===== config.mk =====
export PLATFORM = sky130hd
export DESIGN_NAME = lcd_char_driver
export DESIGN_NICKNAME = d
export VERILOG_FILES = /design/src/rtl/lcd_pkg.sv /design/src/rtl/lcd_char_driver_strobe.sv /design/src/rtl/lcd_char_driver.sv
export SDC_FILE = /design/constraint.sdc
export NUM_CORES = 1
export LEC_CHECK = 0
export ABC_CLOCK_PERIOD_IN_PS = 8100
export BUFFER_PORTS_ARGS = -buffer_cell sky130_fd_sc_hd__buf_2
export CAP_MARGIN = 20
export CORE_MARGIN = 4
export CORE_UTILIZATION = 60
export DETAILED_ROUTE_END_ITERATION = 8
export GPL_TIMING_DRIVEN = 0
export PLACE_DENSITY = 0.86
export SLEW_MARGIN = 20
export SYNTH_ARGS = -nofsm -noshare
export SYNTH_HDL_FRONTEND = slang
export SYNTH_HIERARCHICAL = 1
export SYNTH_SLANG_ARGS = --single-unit

===== constraint.sdc =====
create_clock -name clk -period 8.1 [get_ports clk]
set_input_delay 0.405 -clock clk [delete_from_list [all_inputs] [get_ports clk]]
set_output_delay 0.405 -clock clk [all_outputs]
set_load 0.1 [all_outputs]

===== src/rtl/lcd_pkg.sv =====
// Shared definitions for the HD44780 4-bit character driver: command
// codes, default timing, state encodings and the power-up init ROM.
package lcd_pkg;

    localparam logic [7:0] CMD_FUNC_4BIT_2LINE = 8'h28;
    localparam logic [7:0] CMD_DISP_ON         = 8'h0C;
    localparam logic [7:0] CMD_CLEAR           = 8'h01;
    localparam logic [7:0] CMD_ENTRY_INC       = 8'h06;
    localparam logic [7:0] CMD_HOME            = 8'h02;

    // Default timing at 12 MHz
    localparam int DEF_T_POWERUP_CYC   = 480000;
    localparam int DEF_T_INIT_LONG_CYC = 49200;
    localparam int DEF_T_SHORT_CYC     = 1200;
    localparam int DEF_T_EPULSE_CYC    = 6;
    localparam int DEF_T_CHAR_CYC      = 480;
    localparam int DEF_T_HOME_CYC      = 19200;

    typedef enum logic [2:0] {
        ST_PWRUP     = 3'd0,
        ST_INIT_NIB  = 3'd1,
        ST_INIT_WAIT = 3'd2,
        ST_LOAD      = 3'd3,
        ST_NIB_HI    = 3'd4,
        ST_NIB_LO    = 3'd5,
        ST_EXEC_WAIT = 3'd6,
        ST_IDLE      = 3'd7
    } lcd_state_e;

    typedef enum logic [1:0] {
        PH_IDLE  = 2'd0,
        PH_SETUP = 2'd1,
        PH_PULSE = 2'd2,
        PH_HOLD  = 2'd3
    } strobe_phase_e;

    typedef enum logic [1:0] {
        W_LONG  = 2'd0,
        W_SHORT = 2'd1,
        W_CHAR  = 2'd2,
        W_HOME  = 2'd3
    } wait_sel_e;

    // One init step: a lone high nibble (single=1) or a full byte
    typedef struct packed {
        logic       single;
        logic [7:0] code;
        wait_sel_e  wsel;
    } init_step_t;

    function automatic int max_int(input int a, input int b);
        return (a > b) ? a : b;
    endfunction

    // Power-up sequence: three 0x3 nibbles, 0x2 to enter 4-bit mode, then
    // function set, display on, clear and entry mode as full bytes.
    function automatic init_step_t init_rom(input logic [2:0] idx);
        init_step_t s;
        case (idx)
            3'd0:    s = '{1'b1, 8'h30, W_LONG};
            3'd1:    s = '{1'b1, 8'h30, W_SHORT};
            3'd2:    s = '{1'b1, 8'h30, W_SHORT};
            3'd3:    s = '{1'b1, 8'h20, W_SHORT};
            3'd4:    s = '{1'b0, CMD_FUNC_4BIT_2LINE, W_CHAR};
            3'd5:    s = '{1'b0, CMD_DISP_ON, W_CHAR};
            3'd6:    s = '{1'b0, CMD_CLEAR, W_HOME};
            default: s = '{1'b0, CMD_ENTRY_INC, W_CHAR};
        endcase
        return s;
    endfunction

endpackage


===== src/rtl/lcd_char_driver_strobe.sv =====
// Single LCD nibble strobe: one setup cycle with RS/data driven, E high
// for T_EPULSE_CYC, then E low for T_EPULSE_CYC with data held.
module lcd_nibble_strobe
    import lcd_pkg::*;
#(
    parameter int T_EPULSE_CYC = DEF_T_EPULSE_CYC
) (
    input  logic       clk,
    input  logic       rst_n,
    input  logic       start,
    input  logic       rs,
    input  logic [3:0] nibble,
    output logic       done,
    output logic       lcd_e,
    output logic       lcd_rs,
    output logic [3:0] lcd_data
);

    localparam int CW = $clog2(T_EPULSE_CYC + 1);
    localparam logic [CW-1:0] PULSE_LOAD = CW'(T_EPULSE_CYC - 1);

    strobe_phase_e   phase_r;
    logic [CW-1:0]   cnt_r;
    logic            e_r;
    logic            rs_r;
    logic [3:0]      data_r;

    // done is raised in the last hold cycle so a following nibble can
    // start back-to-back without an extra idle cycle
    assign done     = (phase_r == PH_HOLD) && (cnt_r == {CW{1'b0}});
    assign lcd_e    = e_r;
    assign lcd_rs   = rs_r;
    assign lcd_data = data_r;

    // Setup / pulse / hold sequencer
    always_ff @(posedge clk or negedge rst_n) begin
        if (!rst_n) begin
            phase_r <= PH_IDLE;
            cnt_r   <= {CW{1'b0}};
            e_r     <= 1'b0;
            rs_r    <= 1'b0;
            data_r  <= 4'h0;
        end else if (start) begin
            phase_r <= PH_SETUP;
            cnt_r   <= {CW{1'b0}};
            e_r     <= 1'b0;
            rs_r    <= rs;
            data_r  <= nibble;
        end else begin
            case (phase_r)
                PH_SETUP: begin
                    phase_r <= PH_PULSE;
                    e_r     <= 1'b1;
                    cnt_r   <= PULSE_LOAD;
                end
                PH_PULSE: begin
                    if (cnt_r == {CW{1'b0}}) begin
                        phase_r <= PH_HOLD;
                        e_r     <= 1'b0;
                        cnt_r   <= PULSE_LOAD;
                    end else begin
                        cnt_r   <= cnt_r - CW'(1);
                    end
                end
                PH_HOLD: begin
                    if (cnt_r == {CW{1'b0}}) begin
                        phase_r <= PH_IDLE;
                    end else begin
                        cnt_r   <= cnt_r - CW'(1);
                    end
                end
                default: begin
                    phase_r <= PH_IDLE;
                    e_r     <= 1'b0;
                end
            endcase
        end
    end

endmodule


===== src/rtl/lcd_char_driver.sv =====
// HD44780 4-bit character driver: runs power-up init, then serialises
// single character writes or home requests onto the LCD bus.
module lcd_char_driver
    import lcd_pkg::*;
#(
    parameter int T_POWERUP_CYC   = DEF_T_POWERUP_CYC,
    parameter int T_INIT_LONG_CYC = DEF_T_INIT_LONG_CYC,
    parameter int T_SHORT_CYC     = DEF_T_SHORT_CYC,
    parameter int T_EPULSE_CYC    = DEF_T_EPULSE_CYC,
    parameter int T_CHAR_CYC      = DEF_T_CHAR_CYC,
    parameter int T_HOME_CYC      = DEF_T_HOME_CYC
) (
    input  logic       clk,
    input  logic       rst_n,
    input  logic [7:0] char,
    input  logic       writeChar,
    input  logic       home,
    output logic       ready,
    output logic       lcd_rs,
    output logic       lcd_rw,
    output logic       lcd_e,
    output logic [3:0] lcd_data
);

    localparam int MAX_CYC = max_int(max_int(max_int(T_POWERUP_CYC, T_INIT_LONG_CYC),
                                             max_int(T_SHORT_CYC, T_EPULSE_CYC)),
                                     max_int(T_CHAR_CYC, T_HOME_CYC));
    localparam int CNT_W = $clog2(MAX_CYC + 1);

    lcd_state_e        state_r;
    logic [CNT_W-1:0]  cnt_r;
    logic [2:0]        idx_r;
    logic              init_r;
    logic              ready_r;
    logic [7:0]        byte_r;
    logic              rs_r;
    logic              single_r;
    wait_sel_e         wsel_r;

    logic              strobe_start_s;
    logic [3:0]        strobe_nib_s;
    logic              strobe_done_s;
    init_step_t        next_step_s;

    // Execution waits are loaded as N-1 so the wait state lasts N cycles
    function automatic logic [CNT_W-1:0] wait_cnt(input wait_sel_e w);
        case (w)
            W_LONG:  return CNT_W'(T_INIT_LONG_CYC - 1);
            W_SHORT: return CNT_W'(T_SHORT_CYC - 1);
            W_HOME:  return CNT_W'(T_HOME_CYC - 1);
            default: return CNT_W'(T_CHAR_CYC - 1);
        endcase
    endfunction

    assign next_step_s = init_rom(idx_r + 3'd1);
    assign ready       = ready_r;
    assign lcd_rw      = 1'b0;

    // Strobe launch: high nibble on LOAD/INIT_NIB, low nibble chained on done
    always_comb begin
        strobe_start_s = 1'b0;
        strobe_nib_s   = byte_r[7:4];
        case (state_r)
            ST_INIT_NIB, ST_LOAD: begin
                strobe_start_s = 1'b1;
                strobe_nib_s   = byte_r[7:4];
            end
            ST_NIB_HI: begin
                strobe_start_s = strobe_done_s;
                strobe_nib_s   = byte_r[3:0];
            end
            default: begin
                strobe_start_s = 1'b0;
                strobe_nib_s   = byte_r[7:4];
            end
        endcase
    end

    // Main sequencer: power-up, init ROM walk, request handling, exec waits
    always_ff @(posedge clk or negedge rst_n) begin
        if (!rst_n) begin
            state_r  <= ST_PWRUP;
            cnt_r    <= {CNT_W{1'b0}};
            idx_r    <= 3'd0;
            init_r   <= 1'b1;
            ready_r  <= 1'b0;
            byte_r   <= 8'h00;
            rs_r     <= 1'b0;
            single_r <= 1'b0;
            wsel_r   <= W_CHAR;
        end else begin
            case (state_r)
                ST_PWRUP: begin
                    // counts up from the cleared reset value
                    if (cnt_r == CNT_W'(T_POWERUP_CYC - 1)) begin
                        state_r  <= ST_INIT_NIB;
                        idx_r    <= 3'd0;
                        byte_r   <= init_rom(3'd0).code;
                        single_r <= init_rom(3'd0).single;
                        wsel_r   <= init_rom(3'd0).wsel;
                        rs_r     <= 1'b0;
                    end else begin
                        cnt_r    <= cnt_r + CNT_W'(1);
                    end
                end
                ST_INIT_NIB: begin
                    state_r <= ST_NIB_LO;
                end
                ST_LOAD: begin
                    state_r <= ST_NIB_HI;
                end
                ST_NIB_HI: begin
                    if (strobe_done_s) begin
                        state_r <= ST_NIB_LO;
                    end else begin
                        state_r <= ST_NIB_HI;
                    end
                end
                ST_NIB_LO: begin
                    if (strobe_done_s) begin
                        state_r <= single_r ? ST_INIT_WAIT : ST_EXEC_WAIT;
                        cnt_r   <= wait_cnt(wsel_r);
                    end else begin
                        state_r <= ST_NIB_LO;
                    end
                end
                ST_INIT_WAIT, ST_EXEC_WAIT: begin
                    if (cnt_r == {CNT_W{1'b0}}) begin
                        if (init_r && (idx_r != 3'd7)) begin
                            idx_r    <= idx_r + 3'd1;
                            byte_r   <= next_step_s.code;
                            single_r <= next_step_s.single;
                            wsel_r   <= next_step_s.wsel;
                            rs_r     <= 1'b0;
                            state_r  <= next_step_s.single ? ST_INIT_NIB : ST_LOAD;
                        end else begin
                            init_r   <= 1'b0;
                            ready_r  <= 1'b1;
                            state_r  <= ST_IDLE;
                        end
                    end else begin
                        cnt_r <= cnt_r - CNT_W'(1);
                    end
                end
                ST_IDLE: begin
                    // home has priority; a simultaneous writeChar is dropped
                    if (home) begin
                        byte_r   <= CMD_HOME;
                        rs_r     <= 1'b0;
                        single_r <= 1'b0;
                        wsel_r   <= W_HOME;
                        ready_r  <= 1'b0;
                        state_r  <= ST_LOAD;
                    end else if (writeChar) begin
                        byte_r   <= char;
                        rs_r     <= 1'b1;
                        single_r <= 1'b0;
                        wsel_r   <= W_CHAR;
                        ready_r  <= 1'b0;
                        state_r  <= ST_LOAD;
                    end else begin
                        state_r  <= ST_IDLE;
                    end
                end
                default: begin
                    state_r <= ST_PWRUP;
                    ready_r <= 1'b0;
                    cnt_r   <= {CNT_W{1'b0}};
                end
            endcase
        end
    end

    lcd_nibble_strobe #(
        .T_EPULSE_CYC (T_EPULSE_CYC)
    ) u_strobe (
        .clk      (clk),
        .rst_n    (rst_n),
        .start    (strobe_start_s),
        .rs       (rs_r),
        .nibble   (strobe_nib_s),
        .done     (strobe_done_s),
        .lcd_e    (lcd_e),
        .lcd_rs   (lcd_rs),
        .lcd_data (lcd_data)
    );

endmodule


# Word level (Yosys, flattened, before mapping)
# Cells that the tools add are included.
# word_totals
reg_bits	50
input_bits	12
# classes
add_sub_neg	4
eq_ne	32
mux	60
bitwise	1
reduce_logical	24
# op_table
operator	count
case mux 11 bit (6 select lines)	1
2-to-1 mux 19 bit	3
case mux 19 bit (3 select lines)	1
case mux 16 bit (3 select lines)	1
2-to-1 mux 8 bit	5
2-to-1 mux 3 bit	13
case mux 8 bit (3 select lines)	1
equality test 3 bit, second input constant	7
case mux 3 bit (7 select lines)	1
adder 19 x 1 -> 19 bit, second input constant	1
equality test 19 bit, second input constant	1
logical NOT 19 bit	1
subtractor 19 x 1 -> 19 bit, second input constant	1
2-to-1 mux 2 bit	9
!= test 2 bit, second input constant	8
2-to-1 mux 1 bit	15
equality test 3 x 2 -> 1 bit, second input constant	4
!= test 3 bit, second input constant	4
case mux 2 bit (3 select lines)	2
AND reduction 4 bit	3
logical NOT 3 bit	3
case mux 1 bit (3 select lines)	3
case mux 3 bit (3 select lines)	1
AND reduction 2 bit	4
other kinds (18)	28

# Logic depth before layout (Yosys ltp)
# logic_depth
depth_word	8
mapped_depth	11
depth_no_buf	11

# Hierarchy
# Netlist, hierarchy kept.
# modules_own_cells
mod	instances	cells_per_inst	area_per_inst_um2	seq_area_each_um2
lcd_char_driver	1	355	2962.8	978.4
lcd_nibble_strobe	1	56	615.6	275.3

# Worst setup path before layout
# No wires, ideal clock.
# synth_path
path_type	flip-flop to flip-flop
startpoint	register state_r[0]
endpoint	register cnt_r[18] (netlist name)
setup_ns	0.121
arrival_ns	3.453
required_time_ns	7.979
slack_ns	4.526
stages_incl_launch_ff	12
n_path_buf	2
period_less_slack_ns	3.574
path_cell_list	dfrtp_1 -> clkbuf_1 -> nor2_1 -> ha_1 -> clkbuf_1 -> and2_1 -> a221oi_1 -> o21ai_1 -> a221oi_1 -> o21ai_1 -> mux2i_1 -> o22a_1
# synth_lines
item	line	text
from (decl)	lcd_char_driver.sv:30	lcd_state_e state_r;
from (signal assigned)	lcd_char_driver.sv:121	state_r <= single_r ? ST_INIT_WAIT : ST_EXEC_WAIT;
from (signal assigned)	lcd_char_driver.sv:135	state_r <= next_step_s.single ? ST_INIT_NIB : ST_LOAD;

==> flow_summary.json <==
{
  "htree_levels": 2,
  "clk_pin_slew_ps": 90,
  "yosysWarnings": 6,
  "ys.flop_type": "dfrtp_1",
  "detail_route.wl_per_cell_um": 16.9,
  "slew_viol_final": 0,
  "use_met1_pct": 34.8,
  "port_buffers": 18,
  "use_met3_pct": 3.79,
  "cts_tree": "built",
  "gp_congestion": 0.907,
  "fin_area_sq_mm": 0.00389,
  "hpwl_um": 6200,
  "numCtsBuffers": 5,
  "path_class": "reg -> reg",
  "grt_max_degree": 51,
  "clk_latency_ps": 310,
  "start_util_pct": 63.4,
  "netlist_top_cells_area": "dfrtp_1 34%, ha_1 12%, a21oi_1 5.2%",
  "synth_largest_area_cell": "dfrtp_1",
  "synth_top_area_share_pct": 33.6,
  "cp_max_fo": 11,
  "crit_arrival_ps": 3630,
  "synthDistinctLibCells": 61,
  "drt_iter0_drc": 224,
  "drt-pass1-iter-count": 5,
  "fin_crit_ps": 3440,
  "irDropWorstVdd_uv": 114,
  "clock-sinks": 50,
  "synth_commonest_cells": "48 x dfrtp_1, 46 x nand2_1, 37 x a21oi_1",
  "antenna_found_initial": 0,
  "use_met2_pct": 39.4,
  "cts_setup_buffers": 0,
  "grt_overflow_total": 0,
  "cts_root_buffer": "clkbuf_8",
  "core_area_sq_mm": 0.00564,
  "path_buf_inv": 2,
  "drive_gt1_share_pct": 11.4,
  "die_y_um": 85.2,
  "cpMaxStageDelayCell": "nor2_2",
  "power_density_mw_per_mm2": 114,
  "grt_usage_pct": 24.4,
  "p_leak_nw": 1.87,
  "crit_chain": "inv_1, nor2_2, ha_1, clkbuf_1, and2_1, a221oi_1, o21ai_1, a221oi_1, o21ai_1, mux2i_1, o22a_1",
  "fill_cells": 435,
  "max_slew_margin_pct": 45.3,
  "status": "completed",
  "place_area_sq_mm": 0.00378,
  "vias": 3214,
  "ctsLongestPathBuffers": 2,
  "synth-edff-count": 0,
  "path_delay_family": "compound AO/OA/AOI/OAI gates",
  "drc_errors": 0,
  "syn-num-nets": 457,
  "crit_path_start_kind": "flop",
  "worst_slew_pin_slew_ps": 814,
  "syn_inst": 411,
  "synth-seq-cells": 50,
  "setup_viol": 0,
  "routed_via_density": 6.31,
  "netlist_area_sq_mm": 0.00358,
  "antenna_left": 0,
  "cts_resized": 0,
  "wl_um": 8610,
  "fin_util_pct": 69.0,
  "grt-busiest-layer": "met2",
  "hp-class": "in -> async",
  "max_clock_freq_mhz": 291,
  "maxCapViolCount": 0,
  "std_cell_rows": 27,
  "rsz0062_at_grt": "false",
  "yosysMostFrequentCell": "dfrtp_1",
  "synth-async-reset-ratio_pct": 100,
  "critPathMaxStageDelay_ps": 480,
  "period_share_pct": 42.4,
  "yosysSeqAreaShare_pct": 35.0,
  "io_pins": 20,
  "cp-end-kind": "flop",
  "grt_pass1_wl_um": 14500,
  "hold_viol": 0,
  "die_x_um": 85.2,
  "totalNegativeSetupSlack_ps": 0,
  "die-area_sq_mm": 0.00726,
  "holdBufCountCts": 0,
  "nNetsFinal": 483,
  "required_ps": 8290,
  "finalClockSkew_ps": 12.4,
  "power_uw": 445,
  "grt_pass1_vias": 3014,
  "area_delta_synth_final_pct": 8.74,
  "diodes": 0,
  "avgSynthCellArea_sq_um": 8.71
}
logic make-up (layout without fill, tap and decap cells):
logic type,after synthesis,after routing,share of synthesized area [%]
muxes,14,14,4.27
buffers and inverters,39,65,4.48
other,1,1,0.105
xor gates and xnor gates,16,16,3.92
adders and majority gates,34,34,12.1
and+or+nand+nor,131,131,17.6
AOI/OAI and AO/OA,126,126,22.6
DFF,50,50,35.0
path summary, 6_finish.rpt:
| kind | start | end | slack, ps | cells past startpoint |
|---|---|---|---|---|
| setup / recovery | state_r[1]$_DFFE_PN0P_ | cnt_r[18]$_DFFE_PN0P_ | 4660 | 11 |
| setup reg to reg | state_r[1]$_DFFE_PN0P_ | cnt_r[18]$_DFFE_PN0P_ | 4660 | 11 |
| hold / removal | rst_n | cnt_r[4]$_DFFE_PN0P_ | 110 | 1 |
| min in group clk | char[6] | byte_r[6]$_DFFE_PN0P_ | 330 | 3 |
| hold reg to reg | init_r$_DFFE_PN1P_ | init_r$_DFFE_PN1P_ | 460 | 2 |
| max in group asynchronous | rst_n | cnt_r[16]$_DFFE_PN0P_ | 7550 | 1 |
power by group:
part           leakage [nW]  total (mW)  switching [mW]  internal, mW
clock network        0.0573       0.180          0.0810        0.0989
registers             0.654       0.252        0.000819         0.251
logic                  1.16      0.0128         0.00926       0.00358
layer usage:
layer / up-vias / wire, um
met1: 1563 / 3760
met2: 119 / 4260
met5: - / 0
met4: 0 / 99
met3: 12 / 493
li1: 1520 / -
area by class of cell:
class	count	area (sq um)	share of cell area (%)
sequential	50	1250	32.2
timing repair buffer	19	108	2.77
tap	72	90.1	2.32
inverter	22	82.6	2.12
clock inverter	1	30.0	0.772
multi-input combinational	322	2170	55.7
clock buffer	6	82.6	2.12
buffer	17	77.6	1.99
metrics by stage:
step | setup slack (ps) | hold slack [ps] | instances
after floorplan | 4530 | 109 | 411
after global placement | 3620 | 440 | 501
after detailed placement | 4680 | 450 | 502
after CTS | 4660 | 331 | 509
after global routing | 4410 | 154 | 509
final | 4660 | 110 | 509
flip-flops by register name (all words and copies together) (netlist names):
name,flops
byte_r,8
cnt_r,19
idx_r,3
init_r,1
ready,1
rs_r,1
single_r,1
state_r,3
u_strobe/cnt_r,3
u_strobe/lcd_data,4
u_strobe/lcd_e,1
u_strobe/lcd_rs,1
u_strobe/phase_r,2
wsel_r,2
layout by cell type, fill, tap and decap left out, drive strengths merged, types with 2 or more instances in the layout:
| cell | n |
|---|---|
| a21o | 13 |
| and2 | 3 |
| o21ai | 35 |
| inv | 22 |
| a211o | 2 |
| xnor2 | 12 |
| a211oi | 3 |
| nand2 | 46 |
| or3 | 2 |
| ha | 33 |
| a221oi | 4 |
| a21oi | 38 |
| buf | 23 |
| nand2b | 6 |
| o22a | 4 |
| o211ai | 4 |
| nand4 | 7 |
| a22oi | 2 |
| nor3 | 9 |
| a311oi | 2 |
| mux2i | 4 |
| dfrtp | 48 |
| or4 | 5 |
| o21a | 5 |
| clkbuf | 19 |
| o21bai | 2 |
| dfstp | 2 |
| nor2 | 31 |
| xor2 | 4 |
| nand3 | 9 |
| mux2 | 10 |
| nor2b | 6 |
| a31oi | 3 |
Power figures use the tool's default switching activity.
